==> config.mk <==
export PLATFORM = sky130hd
export DESIGN_NAME = mem_access_unit
export DESIGN_NICKNAME = d
export VERILOG_FILES = /design/src/rtl/mem_access_unit.sv
export SDC_FILE = /design/constraint.sdc
export NUM_CORES = 1
export LEC_CHECK = 0
export CORE_MARGIN = 2
export CORE_UTILIZATION = 45
export CTS_CLUSTER_DIAMETER = 40
export DETAILED_ROUTE_END_ITERATION = 8
export GPL_TIMING_DRIVEN = 0
export PLACE_DENSITY = 0.8
export SLEW_MARGIN = 20
export SYNTH_ARGS = -nofsm -noshare
export SYNTH_HDL_FRONTEND = slang
export SYNTH_SLANG_ARGS = --single-unit
==> constraint.sdc <==
create_clock -name clock -period 5 [get_ports clock]
set_clock_uncertainty 0.1 [all_clocks]
set_input_delay 0.75 -clock clock [delete_from_list [all_inputs] [get_ports clock]]
set_output_delay 0.75 -clock clock [all_outputs]
set_load 0.01 [all_outputs]
==> src/rtl/mem_access_unit.sv <==
// Data-memory load/store unit: turns decoded memory controls into a req/ack bus
// transaction, aligns/extends load data and holds the core stalled while busy.
module mem_access_unit #(
  parameter int unsigned TIMEOUT_CYCLES = 255
) (
  input  logic        clock,
  input  logic        reset,
  input  logic        memread,
  input  logic        memwrite,
  input  logic        memtoreg,
  input  logic        mem_signed,
  input  logic [1:0]  mem_length,
  input  logic [31:0] alu_result,
  input  logic [31:0] store_data,
  output logic        mem_req,
  output logic        mem_we,
  output logic [31:0] mem_addr,
  output logic [3:0]  mem_be,
  output logic [31:0] mem_wdata,
  input  logic        mem_ack,
  input  logic [31:0] mem_rdata,
  output logic [31:0] wb_data,
  output logic        stall,
  output logic        misaligned,
  output logic        bus_error
);

  localparam int unsigned CW = (TIMEOUT_CYCLES > 2) ? $clog2(TIMEOUT_CYCLES) : 1;
  localparam logic [CW-1:0] CNT_MAX = CW'(TIMEOUT_CYCLES - 1);

  typedef enum logic [1:0] {IDLE = 2'd0, ACCESS = 2'd1, DONE = 2'd2} state_t;

  state_t        state_q;
  logic [CW-1:0] cnt_q;
  logic          req_q, we_q, mis_q, berr_q, sgn_q;
  logic [1:0]    off_q, len_q;
  logic [31:0]   addr_q, wdata_q, load_q;
  logic [3:0]    be_q;

  logic        access_s, misalign_s, start_s;
  logic [3:0]  be_s;
  logic [31:0] wdata_s, shifted_s, load_ext_s;
  logic [15:0] half_s;

  assign access_s   = memread | memwrite;
  assign misalign_s = (mem_length == 2'b11) ||
                      ((mem_length == 2'b01) && alu_result[0]) ||
                      ((mem_length == 2'b10) && (alu_result[1:0] != 2'b00));
  assign start_s    = (state_q == IDLE) && access_s && !misalign_s;

  // Lane enables and store-data replication for the incoming instruction.
  always_comb begin
    be_s    = 4'b0000;
    wdata_s = 32'd0;
    case (mem_length)
      2'b00: begin
        be_s    = 4'b0001 << alu_result[1:0];
        wdata_s = {4{store_data[7:0]}};
      end
      2'b01: begin
        be_s    = alu_result[1] ? 4'b1100 : 4'b0011;
        wdata_s = {2{store_data[15:0]}};
      end
      2'b10: begin
        be_s    = 4'b1111;
        wdata_s = store_data;
      end
      default: begin
        be_s    = 4'b0000;
        wdata_s = 32'd0;
      end
    endcase
  end

  // Load lane extraction uses the offset/size captured at request time.
  assign shifted_s = mem_rdata >> {off_q, 3'b000};
  assign half_s    = off_q[1] ? mem_rdata[31:16] : mem_rdata[15:0];

  always_comb begin
    load_ext_s = mem_rdata;
    case (len_q)
      2'b00:   load_ext_s = {{24{sgn_q & shifted_s[7]}}, shifted_s[7:0]};
      2'b01:   load_ext_s = {{16{sgn_q & half_s[15]}}, half_s};
      default: load_ext_s = mem_rdata;
    endcase
  end

  // Transaction FSM; a late ack in the timeout cycle still completes normally.
  always_ff @(posedge clock or negedge reset) begin
    if (!reset) begin
      state_q <= IDLE;
      cnt_q   <= '0;
      req_q   <= 1'b0;
      we_q    <= 1'b0;
      mis_q   <= 1'b0;
      berr_q  <= 1'b0;
      sgn_q   <= 1'b0;
      off_q   <= 2'b00;
      len_q   <= 2'b00;
      addr_q  <= 32'd0;
      wdata_q <= 32'd0;
      load_q  <= 32'd0;
      be_q    <= 4'b0000;
    end else begin
      mis_q  <= 1'b0;
      berr_q <= 1'b0;
      case (state_q)
        IDLE: begin
          if (start_s) begin
            state_q <= ACCESS;
            req_q   <= 1'b1;
            we_q    <= memwrite;
            be_q    <= be_s;
            wdata_q <= wdata_s;
            addr_q  <= {alu_result[31:2], 2'b00};
            off_q   <= alu_result[1:0];
            len_q   <= mem_length;
            sgn_q   <= mem_signed;
            cnt_q   <= '0;
          end else if (access_s) begin
            mis_q <= 1'b1;
          end
        end
        ACCESS: begin
          if (mem_ack) begin
            load_q  <= load_ext_s;
            req_q   <= 1'b0;
            state_q <= DONE;
          end else if (cnt_q == CNT_MAX) begin
            load_q  <= 32'd0;
            berr_q  <= 1'b1;
            req_q   <= 1'b0;
            state_q <= DONE;
          end else begin
            cnt_q <= cnt_q + CW'(1);
          end
        end
        DONE:    state_q <= IDLE;
        default: begin
          state_q <= IDLE;
          req_q   <= 1'b0;
        end
      endcase
    end
  end

  assign mem_req    = req_q;
  assign mem_we     = we_q;
  assign mem_addr   = addr_q;
  assign mem_be     = be_q;
  assign mem_wdata  = wdata_q;
  assign misaligned = mis_q;
  assign bus_error  = berr_q;
  assign stall      = start_s || (state_q == ACCESS);
  assign wb_data    = memtoreg ? load_q : alu_result;

endmodule

==> key figures, run 1 <==
Outcome
  • Result of the run: finished clean

Logic synthesis
  • Proportion of register bits with asynchronous set or reset after synthesis: 100%
  • Total number of yosys warnings: 0
  • Netlist area before placement: 6080 um2
  • Library cells used by synthesis: 55
  • Area contributors post-synth: sky130_fd_sc_hd__dfrtp_1, sky130_fd_sc_hd__mux2_4, sky130_fd_sc_hd__mux2_2, sky130_fd_sc_hd__o21ai_0, sky130_fd_sc_hd__a21oi_1
  • Sequential element share of the synthesized area: 48.2%
  • Most instantiated flip-flop cell in the synthesis netlist: sky130_fd_sc_hd__dfrtp_1
  • Mapped Avg Cell Area: 10.8 um2
  • Area leader, netlist: sky130_fd_sc_hd__dfrtp_1
  • Cell count after synthesis: 563
  • Synthesis-stage register bit count: 117
  • Fraction of synthesized cell area taken by the top area cell type: 48.2%
  • Post-synth EDFFs: 0

Finish
  • Most common library cell in the layout ignoring fill and taps: sky130_fd_sc_hd__clkdlybuf4s50_1
  • Layout Area Growth over Synthesis: 47.6%
  • Filler cell count: 968
  • Area taken by multi-input logic gates: 2810 um2
  • Number of nets in the layout: 895
  • Final non-filler cell area: 8970 um2
  • Number of diodes added for antenna fixing: 0
  • Utilization after layout: 68.0%
  • Post-Layout Cell Count: 976
  • Proportion of layout cells with a drive suffix above 1: 17.6%
  • Leading cell types in the layout, fill and taps excluded: sky130_fd_sc_hd__clkdlybuf4s50_1, sky130_fd_sc_hd__dfrtp_1, sky130_fd_sc_hd__o21ai_0
  • Area taken by flip-flops and latches: 2930 um2

Routing
  • Vias post-DR: 5,378
  • Detailed-router iteration count before antenna repair: 5
  • DRC violation total after the first TritonRoute iteration: 439
  • Via/cell ratio: 5.51
  • Number of nets with antenna violations after routing: 0
  • Post-route DRC violation count: 0
  • Routed WL per cell: 19.3 um
  • Detailed-route wire length: 18,800 um

Die
  • Initial Utilization: 46.1%
  • Floorplan die width: 120 um
  • Number of core rows: 42
  • Number of I/O pins: 210
  • Die Height: 120 um
  • Floorplan core area: 13,200 um2
  • Area of the die: 14,400 um2

Min path
  • Worst min path class: input port to async pin

Setup path
  • Required time of the critical path: 4.15 ns
  • Nature of the critical path endpoint: primary output
  • Kind of start point of the critical path: input port
  • Worst stage delay on the critical path: 0.61 ns
  • Largest fanout of any net on the critical path: 10
  • Cell count of the worst reg-to-reg path: 7
  • Critical path type: input port to primary output
  • Max stage delay cell, worst path: sky130_fd_sc_hd__clkdlybuf4s50_1
  • CP Buf/Inv Count: 5
  • Worst path top cell family by delay: buffers and inverters
  • Critical-path cell list: clkdlybuf4s50_1, o21ai_1, nand4b_1, buf_4, buf_6, buf_6, nand2_1, clkdlybuf4s50_1
  • CP arrival: 2.92 ns
  • Cell depth of the worst setup path: 8

STA
  • Tcrit/Tclk final: 75.4%
  • Setup repair after global routing missed its margin: false
  • Fmax: 265 MHz
  • Clock period minus worst slack: 3.77 ns
  • Transition time at the pin with the least slew margin: 0.595 ns
  • Total of endpoints with negative setup slack in the final report: 0
  • Setup slack of the critical path after layout: 1.23 ns
  • Number of max-slew violations in the final report: 0
  • Count of final hold-check violations: 0
  • Headroom to the max-slew limit: 59.9%

Clock network
  • Clock latency of the later-clocked register in the worst-skew pair: 0.42 ns
  • TritonCTS clock tree: built
  • CTS Buf Count: 17
  • CTS max path bufs: 2
  • CTS root buf: sky130_fd_sc_hd__clkbuf_16
  • Clock edge transition at the registers on the reported setup and hold paths: 0.05 ns
  • TritonCTS sink count: 117
  • Clock H-tree levels: 4
  • Count of cells resized by post-cts repair: 0
  • CTS Hold Bufs: 0
  • Post-CTS setup repair buffer count: 0

Place
  • Count of input and output buffers: 204
  • Worst slack after detailed placement: 1.22 ns
  • RePlAce Congestion: 0.865
  • Number of cells in the design after placement: 945
  • HPWL Detailed: 13,900 um
  • Area after DPL: 8370 um2

Power and ir drop
  • Power density normalized to cell area: 502 nW/um2
  • Max IR drop VDD: 0.260 mV
  • Static power due to leakage: 0.00399 uW

GRT
  • First-pass GRT wire length: 29,200 um
  • Remaining global-route overflow: 0
  • Maximum number of pins on one net before global-route repair: 77
  • Initial antenna violation count: 0
  • Global-route usage over all layers: 26.5%
  • Via count of the first global-routing pass: 5,434

Job
  • Count of max-cap constraint violations: 0
## metal layers
metal	vias up	track usage [%]	wire length (um)
li1	2465	-	-
met1	2609	33.6	7740
met2	256	43.7	9240
met3	48	5.90	1260
met4	0	11.5	598
met5	-	0	0
## final cells by class
cell class	count	area share, %
Buffer	43	2.86
Clock buffer	24	5.60
Clock inverter	7	1.06
Inverter	22	0.921
Multi-Input combinational cell	382	31.4
Sequential cell	117	32.6
Tap cell	176	2.46
Timing Repair Buffer	205	23.1
## sequential cells by signal (all words and copies together), names as in the netlist
register / cells
load_q: 32
mem_wdata: 32
mem_addr: 30
cnt_q: 8
mem_be: 4
len_q: 2
off_q: 2
state_q: 2
bus_error: 1
mem_req: 1
mem_we: 1
misaligned: 1
sgn_q: 1
## through the flow
step / hold WS (ns) / power [uW] / setup TNS, ns
finish: 0.138 / 4500 / 0
global route: 0.156 / 4720 / 0
CTS: 0.145 / 4520 / 0
detailed placement: 0.371 / 3270 / 0
global placement: 0.366 / 3220 / -161.13
floorplan: 0.351 / 2360 / 0
## synth_stat cells, drive strengths merged (2+ instances only)
cell type and instances:
nor3 2, nor2 12, dfrtp 117, and3 6
and4 2, xnor2 2, nand2b 3, a31oi 3
or3 8, o21ai 67, buf 26, mux2i 17
inv 22, nor2b 18, clkbuf 17, o211ai 2
a21oi 41, mux2 74, o2bb2ai 9, nand3 31
ha 2, a211oi 10, a21o 2, nand2 46
## cell families (layout without fill, tap and decap cells)
kind of cell	after synthesis	after routing	share of synthesized area, %
buffers and inverters	65	301	5.58
XOR/XNOR	3	3	0.433
other	1	2	0.0617
adder cells (fa/ha/maj)	2	2	0.412
multiplexers	91	91	19.1
flip-flops	117	117	48.2
AND/OR/NAND/NOR	138	138	11.6
AO/OA/AOI/OAI	146	146	14.6
## path summary, 6_finish.rpt
| check | startpoint | end | slack [ns] |
|---|---|---|---|
| min reg2reg | mem_wdata[31] | mem_wdata[31] | 0.38 |
| min | reset | mem_addr[27] | 0.14 |
| max reg2reg | cnt_q[0] | load_q[9] | 2.93 |
| min in group clock | mem_wdata[31] | mem_wdata[31] | 0.38 |
| max in group asynchronous | reset | cnt_q[7] | 3.92 |
| max | alu_result[1] | stall | 1.23 |
## where the power goes
part           internal, uW  switching [uW]  total [uW]
sequential             1310             231        1540
combinational          1010             732        1740
clock                   795             430        1220
Note: power is estimated with default switching activity, not from simulation.
==> inputs of run 2 (changes only) <==
==> constraint.sdc (replaced) <==
create_clock -name clock -period 3.9 [get_ports clock]
set_clock_uncertainty 0.1 [all_clocks]
set_input_delay 0.585 -clock clock [delete_from_list [all_inputs] [get_ports clock]]
set_output_delay 0.585 -clock clock [all_outputs]
set_load 0.01 [all_outputs]
==> run 2 against run 1 <==
Net effect:
- sequential cell count is the same
- first-iteration DRC count shrank 6.4%
- clock-buffer cell count is the same
- worst setup slack lost 0.76 ns
- largest power group unchanged
==> key figures, run 2 (same netlist as run 1, synthesis figures left out) <==
Setup path
  • Largest fanout of any net on the critical path: 10
  • Critical path type: input port to primary output
  • CP Buf/Inv Count: 5
  • Setup slack of the most critical reg-to-reg path: 1.84 ns
  • Worst flop-to-flop path startpoint: cnt_q[0]
  • Worst path top cell family by delay: buffers and inverters
  • Worst stage delay on the critical path: 0.60 ns
  • Critical-path cell list: clkdlybuf4s50_1, o21ai_1, nand4b_1, buf_4, buf_6, buf_6, nand2_1, clkdlybuf4s50_1
  • Kind of start point of the critical path: input port
  • Nature of the critical path endpoint: primary output
  • Required time of the critical path: 3.21 ns
  • Cell count of the worst reg-to-reg path: 7
  • CP arrival: 2.75 ns
  • Max stage delay cell, worst path: sky130_fd_sc_hd__clkdlybuf4s50_1
  • Terminus of the critical flop-to-flop path: load_q[9]

GRT
  • Via count of the first global-routing pass: 5,439
  • Remaining global-route overflow: 0
  • Maximum number of pins on one net before global-route repair: 77
  • Global-route usage over all layers: 26.5%
  • Global-route track usage on met3: 5.90%
  • Initial antenna violation count: 0
  • Met1 track demand over resource: 33.6%
  • Peak-usage layer in the global routing report: met2
  • First-pass GRT wire length: 29,200 um
  • Met2 Track Usage GR: 43.8%

Clock network
  • Clock edge transition at the registers on the reported setup and hold paths: 0.05 ns
  • Post-CTS setup repair buffer count: 0
  • TritonCTS clock tree: built
  • TritonCTS sink count: 117
  • Clock latency of the later-clocked register in the worst-skew pair: 0.42 ns
  • CTS root buf: sky130_fd_sc_hd__clkbuf_16
  • Count of cells resized by post-cts repair: 0
  • CTS max path bufs: 2
  • CTS Buf Count: 17
  • CTS Hold Bufs: 1
  • Clock H-tree levels: 4

Finish
  • Number of nets in the layout: 896
  • Layout Area Growth over Synthesis: 47.8%
  • Proportion of layout cells with a drive suffix above 1: 17.6%
  • Filler cell count: 967
  • Final non-filler cell area: 8980 um2
  • Leading cell types in the layout, fill and taps excluded: sky130_fd_sc_hd__clkdlybuf4s50_1, sky130_fd_sc_hd__dfrtp_1, sky130_fd_sc_hd__o21ai_0
  • Most common library cell in the layout ignoring fill and taps: sky130_fd_sc_hd__clkdlybuf4s50_1
  • Number of diodes added for antenna fixing: 0

STA
  • Total of endpoints with negative setup slack in the final report: 0
  • Count of final hold-check violations: 0
  • Fmax: 291 MHz
  • Setup repair after global routing missed its margin: false
  • Headroom to the max-slew limit: 58.3%
  • Clock period minus worst slack: 3.43 ns
  • Final worst hold slack: 0.382 ns
  • Tcrit/Tclk final: 88.0%
  • Transition time at the pin with the least slew margin: 0.618 ns
  • Number of max-slew violations in the final report: 0

Die
  • Initial Utilization: 46.1%
  • Floorplan core area: 13,200 um2
  • Number of core rows: 42
  • Area of the die: 14,400 um2
  • Number of I/O pins: 210
  • Floorplan die width: 120 um
  • Die Height: 120 um

Power and ir drop
  • Max IR drop VDD: 0.333 mV
  • Power density normalized to cell area: 644 nW/um2
  • Total Power: 5780 uW
  • Static power due to leakage: 0.00400 uW

Routing
  • Detailed-router iteration count before antenna repair: 5
  • Routed WL per cell: 19.3 um
  • Number of nets with antenna violations after routing: 0
  • Vias post-DR: 5,380
  • Detailed-route wire length: 18,900 um
  • Via/cell ratio: 5.51
  • Post-route DRC violation count: 0
  • DRC violation total after the first TritonRoute iteration: 411

Place
  • RePlAce Congestion: 0.865
  • HPWL Detailed: 13,900 um
  • Area after DPL: 8370 um2
  • Count of input and output buffers: 204

Min path
  • End point of the worst hold path: mem_wdata[31]
  • Worst Hold Depth: 2
  • Worst min path class: register to register
  • Worst Min Path Start: mem_wdata[31]

Job
  • Count of max-cap constraint violations: 0

Outcome
  • Result of the run: finished clean
-- run 2: cell count changes in the layout (fill, tap and decap cells not counted) --
cell,change
sky130_fd_sc_hd__dlygate4sd3_1,+1
-- run 2: how the worst max path moves through the flow --
stage	from	endpoint	slack (ns)	depth (start not counted)
5_1_grt	alu_result[1]	stall	0.37	8
3_5_place_dp	alu_result[1]	stall	0.45	8
2_1_floorplan	memtoreg	wb_data[10]	1.68	3
6_report	alu_result[1]	stall	0.47	8
4_1_cts	alu_result[1]	stall	0.45	8
3_3_place_gp	reset	mem_addr[6]	-2.32	1
-- run 2: metal layers --
| layer | up-vias | routed length (um) | part of all wire [%] |
|---|---|---|---|
| li1 | 2467 | - | - |
| met1 | 2646 | 7910 | 42 |
| met2 | 224 | 9210 | 49 |
| met3 | 43 | 1160 | 6.2 |
| met4 | 0 | 592 | 3.1 |
| met5 | - | 0 | 0 |
-- run 2: metrics by stage --
stage	cells	setup TNS [ns]	utilization, %	worst slack [ns]
2_1_floorplan	564	0	-	1.68
3_3_place_gp	944	-270.53	63.2	-2.32
3_5_place_dp	945	0	63.5	0.450
4_1_cts	977	0	68.1	0.450
5_1_grt	977	0	68.1	0.370
6_report	977	0	68.1	0.469
-- run 2: worst min-delay path, delay by kind of cell, from the launching register on --
family | cells | cell delay, ns
simple gates | 1 | 0.05
compound gates | 1 | 0.06
flops | 1 | 0.34
-- run 2: final cells by class --
class	instances	area, um2	area share, %
Inverter	22	82.6	0.920
Clock buffer	24	502	5.59
Clock inverter	7	95.1	1.06
Timing Repair Buffer	206	2080	23.2
Tap cell	176	220	2.45
Multi-Input combinational cell	382	2810	31.3
Sequential cell	117	2930	32.6
Buffer	43	256	2.86
-- run 2: report_power, final --
part | total (uW) | switching, uW | leakage [uW] | internal [uW]
sequential | 1970 | 295 | 0.00144 | 1670
combinational | 2240 | 938 | 0.00228 | 1300
clock | 1570 | 553 | 0.000281 | 1020
total | 5780 | 1790 | 0.00400 | 3990
==> inputs of run 3 (changes only) <==
--- a/config.mk
+++ b/config.mk
@@ -6,11 +6,11 @@
 export NUM_CORES = 1
 export LEC_CHECK = 0
 export CORE_MARGIN = 2
-export CORE_UTILIZATION = 45
-export CTS_CLUSTER_DIAMETER = 40
+export CORE_UTILIZATION = 41
+export CTS_CLUSTER_DIAMETER = 150
 export DETAILED_ROUTE_END_ITERATION = 8
 export GPL_TIMING_DRIVEN = 0
-export PLACE_DENSITY = 0.8
+export PLACE_DENSITY = 0.76
 export SLEW_MARGIN = 20
 export SYNTH_ARGS = -nofsm -noshare
 export SYNTH_HDL_FRONTEND = slang
==> constraint.sdc (replaced) <==
create_clock -name clock -period 2.8 [get_ports clock]
set_clock_uncertainty 0.1 [all_clocks]
set_input_delay 0.42 -clock clock [delete_from_list [all_inputs] [get_ports clock]]
set_output_delay 0.42 -clock clock [all_outputs]
set_load 0.01 [all_outputs]
==> run 3 against run 2 <==
Net effect:
- clock power grew 47%
- first-iteration DRC count shrank 22%
- clock-buffer cell count decreased by 7
- sequential power increased by 39%
- die area grew 9.4%
- critical path type unchanged
- critical endpoint is now wb_data[8]
- largest power group unchanged
==> key figures, run 3 (same netlist as run 1, synthesis figures left out) <==
Die
  • Area of the die: 15,800 um2
  • Number of I/O pins: 210
  • Initial Utilization: 42.0%
  • Die Height: 126 um
  • Number of core rows: 44
  • Floorplan core area: 14,500 um2
  • Floorplan die width: 126 um

STA
  • Tcrit/Tclk final: 95.0%
  • Total of endpoints with negative setup slack in the final report: 0
  • Transition time at the pin with the least slew margin: 0.642 ns
  • Headroom to the max-slew limit: 56.7%
  • Count of final hold-check violations: 0
  • Number of max-slew violations in the final report: 0
  • Clock period minus worst slack: 2.66 ns
  • Fmax: 376 MHz
  • Setup slack of the critical path after layout: 0.139 ns
  • Setup repair after global routing missed its margin: false

Setup path
  • CP arrival: 2.14 ns
  • Terminus of the critical flop-to-flop path: load_q[12]
  • Setup slack of the most critical reg-to-reg path: 0.66 ns
  • Critical-path cell list: clkbuf_1, clkbuf_2, mux2_2, clkdlybuf4s50_1
  • Largest fanout of any net on the critical path: 10
  • Max stage delay cell, worst path: sky130_fd_sc_hd__clkdlybuf4s50_1
  • Worst stage delay on the critical path: 0.49 ns
  • Worst path top cell family by delay: buffers and inverters
  • Kind of start point of the critical path: input port
  • Cell count of the worst reg-to-reg path: 7
  • Required time of the critical path: 2.28 ns
  • Worst flop-to-flop path startpoint: cnt_q[0]
  • Nature of the critical path endpoint: primary output
  • Critical path type: input port to primary output
  • CP Buf/Inv Count: 3

Clock network
  • CTS root buf: sky130_fd_sc_hd__clkbuf_16
  • TritonCTS sink count: 117
  • Clock H-tree levels: 4
  • TritonCTS clock tree: built
  • CTS Buf Count: 17
  • CTS max path bufs: 2
  • Clock latency of the later-clocked register in the worst-skew pair: 0.41 ns
  • Clock edge transition at the registers on the reported setup and hold paths: 0.06 ns

GRT
  • First-pass GRT wire length: 29,900 um
  • Global-route usage over all layers: 24.0%
  • Maximum number of pins on one net before global-route repair: 76
  • Remaining global-route overflow: 0
  • Initial antenna violation count: 0
  • Via count of the first global-routing pass: 5,465

Place
  • RePlAce Congestion: 0.881
  • Count of input and output buffers: 204
  • HPWL Detailed: 14,100 um
  • Worst slack after detailed placement: -0.338 ns
  • Number of cells in the design after placement: 953

Finish
  • Most common library cell in the layout ignoring fill and taps: sky130_fd_sc_hd__clkdlybuf4s50_1
  • Layout Area Growth over Synthesis: 48.5%
  • Post-Layout Cell Count: 986
  • Leading cell types in the layout, fill and taps excluded: sky130_fd_sc_hd__clkdlybuf4s50_1, sky130_fd_sc_hd__dfrtp_1, sky130_fd_sc_hd__o21ai_0
  • Proportion of layout cells with a drive suffix above 1: 18.5%
  • Number of diodes added for antenna fixing: 0
  • Number of nets in the layout: 896

Routing
  • Number of nets with antenna violations after routing: 0
  • Vias post-DR: 5,299
  • Routed WL per cell: 19.2 um
  • DRC violation total after the first TritonRoute iteration: 319
  • Detailed-router iteration count before antenna repair: 5
  • Via/cell ratio: 5.37
  • Detailed-route wire length: 19,000 um
  • Post-route DRC violation count: 0

Min path
  • End point of the worst hold path: misaligned
  • Worst Hold Depth: 3
  • Worst min path class: input port to register
  • Worst Min Path Start: mem_length[1]

Power and ir drop
  • Static power due to leakage: 0.00402 uW
  • Max IR drop VDD: 0.514 mV
  • Power density normalized to cell area: 905 nW/um2

Outcome
  • Result of the run: finished clean

Job
  • Count of max-cap constraint violations: 0
-- run 3: worst reg2reg max path: cells and delay by family, from the launching register on --
kind / cells / cell delay [ns]
flip-flops: 1 / 0.44
adder cells (fa/ha/maj): 1 / 0.23
AND/OR/NAND/NOR: 2 / 0.36
buffers and inverters: 2 / 0.45
AO/OA/AOI/OAI: 2 / 0.47
-- run 3: layout make-up --
type | count | area (um2)
sequential | 117 | 2930
tap | 184 | 230
timing repair buffer | 206 | 2080
clock buffer | 17 | 425
inverter | 22 | 82.6
buffer | 43 | 260
fill | 1157 | 5450
multi-input combinational | 382 | 2820
clock inverter | 15 | 205
-- run 3: worst max path at each step --
stage                        startpoint           to  cells past startpoint
final                          memtoreg   wb_data[8]                      4
after global routing         state_q[1]        stall                      5
after CTS                      memtoreg   wb_data[8]                      4
after detailed placement  alu_result[1]        stall                      8
after global placement            reset  mem_addr[5]                      1
after floorplan                memtoreg  wb_data[10]                      3
-- run 3: stage by stage --
step                hold slack [ns]  cell area, um2  util (%)  power (uW)  setup TNS, ns
finish                        0.275            9020      62.3        8170              0
global route                  0.296            9020      62.3        8590              0
CTS                           0.263            9020      62.3        8220              0
detailed placement            0.269            8380      57.9        5860         -0.804
global placement              0.364            8350      57.7        5770        -379.49
floorplan                    0.0244            6080         -        4220              0
-- run 3: power breakdown --
group	switching [uW]	internal, uW	total (uW)
clock network	820	1490	2310
logic	1310	1810	3110
registers	414	2330	2740
-- run 3: repair_timing --
action	CTS	global route
hold endpoints to repair	42	0
hold buffers	1	0
resized for setup	7	0
setup buffers	0	0
endpoints found under the setup margin	19	0
-- run 3: layer usage --
layer	vias to the layer above	global-route usage (%)	wire length (um)
met5	-	0	0
li1	2452	-	-
met4	0	10.0	549
met3	36	5.52	1080
met1	2595	31.2	8130
met2	216	39.1	9200
